==> config.mk <==
export PLATFORM = sky130hd
export DESIGN_NAME = cmsdk_apb4_eg_master
export DESIGN_NICKNAME = d
export VERILOG_FILES = /design/src/rtl/cmsdk_apb4_eg_master.sv
export SDC_FILE = /design/constraint.sdc
export NUM_CORES = 1
export LEC_CHECK = 0
export ABC_CLOCK_PERIOD_IN_PS = 1700
export CAP_MARGIN = 20
export CELL_PAD_IN_SITES_DETAIL_PLACEMENT = 0
export CELL_PAD_IN_SITES_GLOBAL_PLACEMENT = 1
export CORE_ASPECT_RATIO = 2
export CORE_MARGIN = 2
export CORE_UTILIZATION = 30
export CTS_CLUSTER_SIZE = 40
export DETAILED_ROUTE_END_ITERATION = 16
export PLACE_DENSITY_LB_ADDON = 0.2
export SKIP_LAST_GASP = 1
export SLEW_MARGIN = 40
export SYNTH_ARGS = -nofsm -noshare
export SYNTH_HDL_FRONTEND = slang
export SYNTH_SLANG_ARGS = --single-unit
==> constraint.sdc <==
create_clock -name PCLK -period 1.7 [get_ports PCLK]
set_input_delay 0.17 -clock PCLK [delete_from_list [all_inputs] [get_ports PCLK]]
set_output_delay 0.17 -clock PCLK [all_outputs]
set_load 0.05 [all_outputs]
==> src/rtl/cmsdk_apb4_eg_master.sv <==
// APB4 requester: turns one command into one APB transfer and returns one response.
// Every transfer runs IDLE -> SETUP -> ACCESS (with optional wait states) -> RESP.
module cmsdk_apb4_eg_master #(
    parameter int ADDRWIDTH = 12
) (
    input  logic                 PCLK,
    input  logic                 PRESETn,
    // Both channels use valid/ready. A beat moves on a rising edge where valid
    // and ready are both high. The command channel is ready only in IDLE, and
    // the response channel is valid only in RESP. Neither side may retract a beat.
    input  logic                 cmd_valid,
    output logic                 cmd_ready,
    input  logic                 cmd_write,
    input  logic [ADDRWIDTH-1:0] cmd_addr,
    input  logic [31:0]          cmd_wdata,
    input  logic [3:0]           cmd_strb,
    input  logic [2:0]           cmd_prot,
    output logic                 PSEL,
    output logic                 PENABLE,
    output logic                 PWRITE,
    output logic [ADDRWIDTH-1:0] PADDR,
    output logic [31:0]          PWDATA,
    output logic [3:0]           PSTRB,
    output logic [2:0]           PPROT,
    input  logic [31:0]          PRDATA,
    input  logic                 PREADY,
    input  logic                 PSLVERR,
    output logic                 rsp_valid,
    input  logic                 rsp_ready,
    output logic [31:0]          rsp_rdata,
    output logic                 rsp_err,
    output logic [7:0]           rsp_waits,
    output logic [1:0]           dbg_state
);

    typedef enum logic [1:0] {
        ST_IDLE   = 2'd0,
        ST_SETUP  = 2'd1,
        ST_ACCESS = 2'd2,
        ST_RESP   = 2'd3
    } state_t;

    state_t                 state_q, state_d;
    logic                   write_q, write_d;
    logic [ADDRWIDTH-1:0]   addr_q, addr_d;
    logic [31:0]            wdata_q, wdata_d;
    logic [3:0]             strb_q, strb_d;
    logic [2:0]             prot_q, prot_d;
    logic [31:0]            rdata_q, rdata_d;
    logic                   err_q, err_d;
    logic [7:0]             waits_q, waits_d;

    logic accept;
    logic complete;

    assign accept   = cmd_valid && (state_q == ST_IDLE);
    assign complete = PREADY && (state_q == ST_ACCESS);

    always_ff @(posedge PCLK or negedge PRESETn) begin
        if (!PRESETn) begin
            state_q <= ST_IDLE;
            write_q <= 1'b0;
            addr_q  <= '0;
            wdata_q <= '0;
            strb_q  <= '0;
            prot_q  <= '0;
            rdata_q <= '0;
            err_q   <= 1'b0;
            waits_q <= '0;
        end else begin
            state_q <= state_d;
            write_q <= write_d;
            addr_q  <= addr_d;
            wdata_q <= wdata_d;
            strb_q  <= strb_d;
            prot_q  <= prot_d;
            rdata_q <= rdata_d;
            err_q   <= err_d;
            waits_q <= waits_d;
        end
    end

    always_comb begin
        state_d = state_q;
        case (state_q)
            ST_IDLE:   if (cmd_valid) state_d = ST_SETUP;
            ST_SETUP:  state_d = ST_ACCESS;
            ST_ACCESS: if (PREADY) state_d = ST_RESP;
            ST_RESP:   if (rsp_ready) state_d = ST_IDLE;
            default:   state_d = ST_IDLE;
        endcase
    end

    // Request fields are captured once at acceptance, so the APB side stays stable
    // however the command inputs move afterwards. Strobes are zeroed for reads here.
    always_comb begin
        write_d = write_q;
        addr_d  = addr_q;
        wdata_d = wdata_q;
        strb_d  = strb_q;
        prot_d  = prot_q;
        rdata_d = rdata_q;
        err_d   = err_q;
        waits_d = waits_q;
        if (accept) begin
            write_d = cmd_write;
            addr_d  = {cmd_addr[ADDRWIDTH-1:2], 2'b00};
            wdata_d = cmd_wdata;
            strb_d  = cmd_write ? cmd_strb : 4'b0000;
            prot_d  = cmd_prot;
            waits_d = 8'd0;
        end
        if (complete) begin
            rdata_d = write_q ? 32'd0 : PRDATA;
            err_d   = PSLVERR;
        end else if ((state_q == ST_ACCESS) && (waits_q != 8'hFF)) begin
            waits_d = waits_q + 8'd1;
        end
    end

    always_comb begin
        cmd_ready = (state_q == ST_IDLE);
        PSEL      = (state_q == ST_SETUP) || (state_q == ST_ACCESS);
        PENABLE   = (state_q == ST_ACCESS);
        rsp_valid = (state_q == ST_RESP);
    end

    assign PWRITE    = write_q;
    assign PADDR     = addr_q;
    assign PWDATA    = wdata_q;
    assign PSTRB     = strb_q;
    assign PPROT     = prot_q;
    assign rsp_rdata = rdata_q;
    assign rsp_err   = err_q;
    assign rsp_waits = waits_q;
    assign dbg_state = state_q;

endmodule

* Yosys cells after proc, flatten, opt, wreduce, memory -nomap -nowiden
Cells that the tools add are included.
Storage, ports and cells: bits in registers 93, output and inout bits 99, logic and storage cells 32, bits of input ports 90
Operators by class: reductions and logical operators 6, equality and inequality tests 7, $add $sub $neg 1, multiplexer cells 9
Operator list (number):
- $mux W32 | 1
- $mux W8 | 3
- $add A8 B1 Y8 const B | 1
- $ne A8 B8 Y1 const B | 1
- $pmux W2 S4 | 1
- $mux W2 | 3
- $eq A2 B2 Y1 const B | 2
- $mux W4 | 1
- $ne A2 B1 Y1 const B | 2
- $logic_and A1 B1 Y1 | 3
- $reduce_and A3 Y1 | 1
- $eq A2 B1 Y1 const B | 1
- $logic_not A2 Y1 | 1
- $ne A2 B2 Y1 const B | 1
- $logic_or A1 B1 Y1 | 1

* Longest topological paths before layout
word-level depth 5, mapped depth 7, gate-level depth less buffers 6

* Worst setup path before layout
No wires, ideal clock.
path kind flip-flop to flip-flop, from reg state_q[0], in the netlist dbg_state[0], to reg addr_q[10], in the netlist PADDR[10], data required time 1.572 ns, period minus slack after synthesis 2.143 ns, path buffers 1, stages on the path, launching flop included 6, setup time 0.128 ns, path slack -0.443 ns, data arrival time 2.015 ns, cells stage by stage dfrtp_1 > inv_1 > ha_1 > nand2_1 > buf_2 > mux2_1
On the way: longest elaborated chain between the ends 2
Ends and longest elaborated chain:
- start, declared | RTL line 43 | state_t state_q, state_d;
- start signal, assigned | RTL line 71 | state_q <= state_d;
- $logic_not A2 Y1
- net cmd_ready | RTL line 12 | output logic cmd_ready,
- $logic_and A1 B1 Y1 | RTL line 56 | assign accept = cmd_valid && (state_q == ST_IDLE);
- end signal, assigned | RTL line 73 | addr_q <= addr_d;
- end, declared | RTL line 45 | logic [ADDRWIDTH-1:0] addr_q, addr_d;
The timed path passes the listed nets, and every way through them passes these cells. A chain may end at the register's enable or synchronous reset.

* Final worst setup path
from reg rdata_q[16], in the netlist rsp_rdata[16], to out rsp_rdata[16]
RTL lines:
- start, declared | RTL line 49 | logic [31:0] rdata_q, rdata_d;
- start signal, assigned | RTL line 77 | rdata_q <= rdata_d;
- end, declared | RTL line 30 | output logic [31:0] rsp_rdata,
No word-level cell between the ends.

==> metrics.txt <==
share of layout cells above drive strength 1 15.59%; worst setup margin 0.03981 ns; vias in the first global route 3127; Placer Congestion 0.7736; first-pass detailed-route iteration total 5; final instance area 0.006237 mm²; GRT Total Usage 15.01%; asr flop ratio synth 100.0%; CP startpoint kind flop; top cells by count, synth 93 x dfrtp_1, 49 x nand2_1, 47 x mux2_1, 40 x o21ai_1, 33 x nand2b_1; Sequential Area 0.002332 mm²; fraction of the cycle the final worst path needs 97.66%; dpl hpwl 7718 µm; total CTS buffers 9; Starting DRT DRC Count 91; H-tree levels 3; core box area 0.01255 mm²; Required @ worst endpoint 1.53 ns; Detailed Route WL 10450 µm; Final Slew Violations 0; Cells after Synth 322; FF+latch count, synth 93; critical path type reg -> out; crit-path cells clkdlybuf4s50_1; final non-filler cell total 663; clock latency on the worst-skew pair 0.33 ns; first-pass GRT wire length 16060 µm; crit path DAT 1.49 ns; num rows 58; share of the synthesized area in the top cell type 60.35%; outcome complete, no violations; Synth Cell Area 0.003856 mm²; Pwr Total 14030 µW; sequential share of the synthesized area 60.35%; RSZ-0062 raised after global routing false; die area 0.01383 mm²; Int Power 7173 µW; crit end category output pin; Placement Cell Area 0.005892 mm²; clock share of power 13.5%; chip width 84.17 µm; top-count cell post-synth dfrtp_1; sequential share of power 26.9%; relative slew slack 63.87%; via/cell ratio 4.555; # Post-CTS Setup Buffers 0; Slowest cell on crit path clkdlybuf4s50_1; Multi-input gate area 0.001455 mm²; Max-Cap Viols 0; Layout Skew 0.006781 ns; Cell Pwr Density 2250 mW/mm²; Worst Hold Class in -> async; largest net degree at the start of global routing 88; CTS clk-pin slew, worst paths 0.07 ns; clock buffer depth 2; Cells after DPL 646; Remaining DRCs 0; post-synth top area cell dfrtp_1; fill cell count 1157; minimum clock period 1.660 ns; clk sinks 93; ANT cells 0; Syn. warnings 0; f_max 0.6023 GHz; Synth-to-Final Area Change 61.75%; Least-Margin Pin Slew 0.5441 ns; Crit path max-delay family buffers and inverters; CTS tree yes; Initial Utilization 30.72%; leakage power 0.003012 µW; I/O Pins 189; post-synth cell types 33; switching part of the total 48.88%; Nets 603; final core utilization 49.68%; clock root buffer clkbuf_16; CP bufs+invs 1; Gate power share 59.7%; Final Setup Violations 0; DR WL/cell 15.76 µm; max incr delay on CP 0.81 ns; syn_area_per_cell 11.98 µm²; post-route ant nets 0; Port-buffer cells 184; Post-synth EDFFs 0; Die Span Y 164.3 µm; initial antenna violation count 0; top cells by area, synth dfrtp_1 60%, mux2_1 14%, nand2b_1 5.4%; total number of vias 3020; Final Hold Fails 0; DP Worst Slack 0.09653 ns; CP max FO 2; switching power 6859 µW; leading register cell type out of synthesis dfrtp_1; total grt overflow 0; Worst VDD drop 1.495 mV
## cell families after synthesis
kind of cell               synth area share [%]
and+or+nand+nor                           12.65
buffers and inverters                     2.790
AOI/OAI and AO/OA                         8.274
DFF                                       60.35
muxes                                     13.98
adders and majority gates                 1.622
other                                   0.09725
xor gates and xnor gates                 0.2272
## worst paths after layout
| kind | startpoint | to | slack, ns | cells after the start |
|---|---|---|---|---|
| setup / recovery | rsp_rdata[16]$_DFFE_PN0P_ | rsp_rdata[16] | 0.04 | 1 |
| hold / removal | PRESETn | rsp_waits[7]$_DFF_PN0_ | 0.19 | 2 |
| setup reg to reg | dbg_state[1]$_DFFE_PN0P_ | PWDATA[31]$_DFFE_PN0P_ | 0.10 | 5 |
| hold reg to reg | rsp_rdata[25]$_DFFE_PN0P_ | rsp_rdata[25]$_DFFE_PN0P_ | 0.48 | 2 |
| max in group asynchronous | PRESETn | dbg_state[1]$_DFFE_PN0P_ | 0.77 | 3 |
| min in group PCLK | PRDATA[29] | rsp_rdata[29]$_DFFE_PN0P_ | 0.38 | 3 |
## final cells by class
| cell class | count | share of cell area (%) |
|---|---|---|
| clock buffers | 11 | 3.892 |
| clock inverters | 5 | 0.5416 |
| inverters | 4 | 0.2808 |
| multi-input cells | 207 | 23.33 |
| flip-flops and latches | 93 | 37.39 |
| well taps | 150 | 3.009 |
| repair buffers | 193 | 31.55 |
## layout by cell type (no fill, tap or decap), types with 2 or more instances in the layout
cell	n
dfrtp_2	4
and3_4	2
ha_1	3
clkinvlp_4	2
clkinv_2	2
o21ai_1	40
a21oi_1	3
nor2_1	3
ha_4	2
o21ai_0	4
dlymetal6s2s_1	26
conb_1	2
clkdlybuf4s50_1	112
dfrtp_1	89
clkbuf_16	9
buf_12	8
nand2_2	2
nand2b_1	33
inv_1	3
and4_1	2
o22ai_1	2
nand2_1	47
dlygate4sd2_1	5
buf_4	41
mux2_1	47
## stage by stage
step	setup TNS (ns)	hold slack, ns
after global routing	0	0.1931
after floorplan	-2.163	-0.1256
after global placement	0	-0.004482
final	0	0.1881
after detailed placement	0	-0.003238
after CTS	0	0.1711
## timing repair
| action | CTS | global route |
|---|---|---|
| setup endpoints to repair | 5 | 26 |
| endpoints found under the hold margin | 45 | 0 |
| hold buffers | 1 | 0 |
| gates resized for setup | 5 | 26 |
## power by group through the flow
stage | Sequential [µW] | Combinational [µW] | Clock [µW]
2_1_floorplan | 7380 | 1940 | 0
3_3_place_gp | 3790 | 8470 | 0
3_5_place_dp | 3840 | 8560 | 0
4_1_cts | 3800 | 8530 | 1970
5_1_grt | 3910 | 8790 | 2050
6_report | 3770 | 8370 | 1890
## routing by layer
metal	wire [µm]	vias to the layer above	track usage [%]
li1	-	1456	-
met3	544	12	3.015
met5	0	-	0
met1	3700	1448	15.97
met4	202	0	5.792
met2	6001	104	28.50
## flip-flops by register name (all words and copies together) (netlist names)
| signal | count |
|---|---|
| rsp_waits | 8 |
| PPROT | 3 |
| PADDR | 10 |
| PSTRB | 4 |
| PWDATA | 32 |
| PWRITE | 1 |
| dbg_state | 2 |
| rsp_rdata | 32 |
| rsp_err | 1 |
No activity file was read; power rests on OpenSTA's default activity.
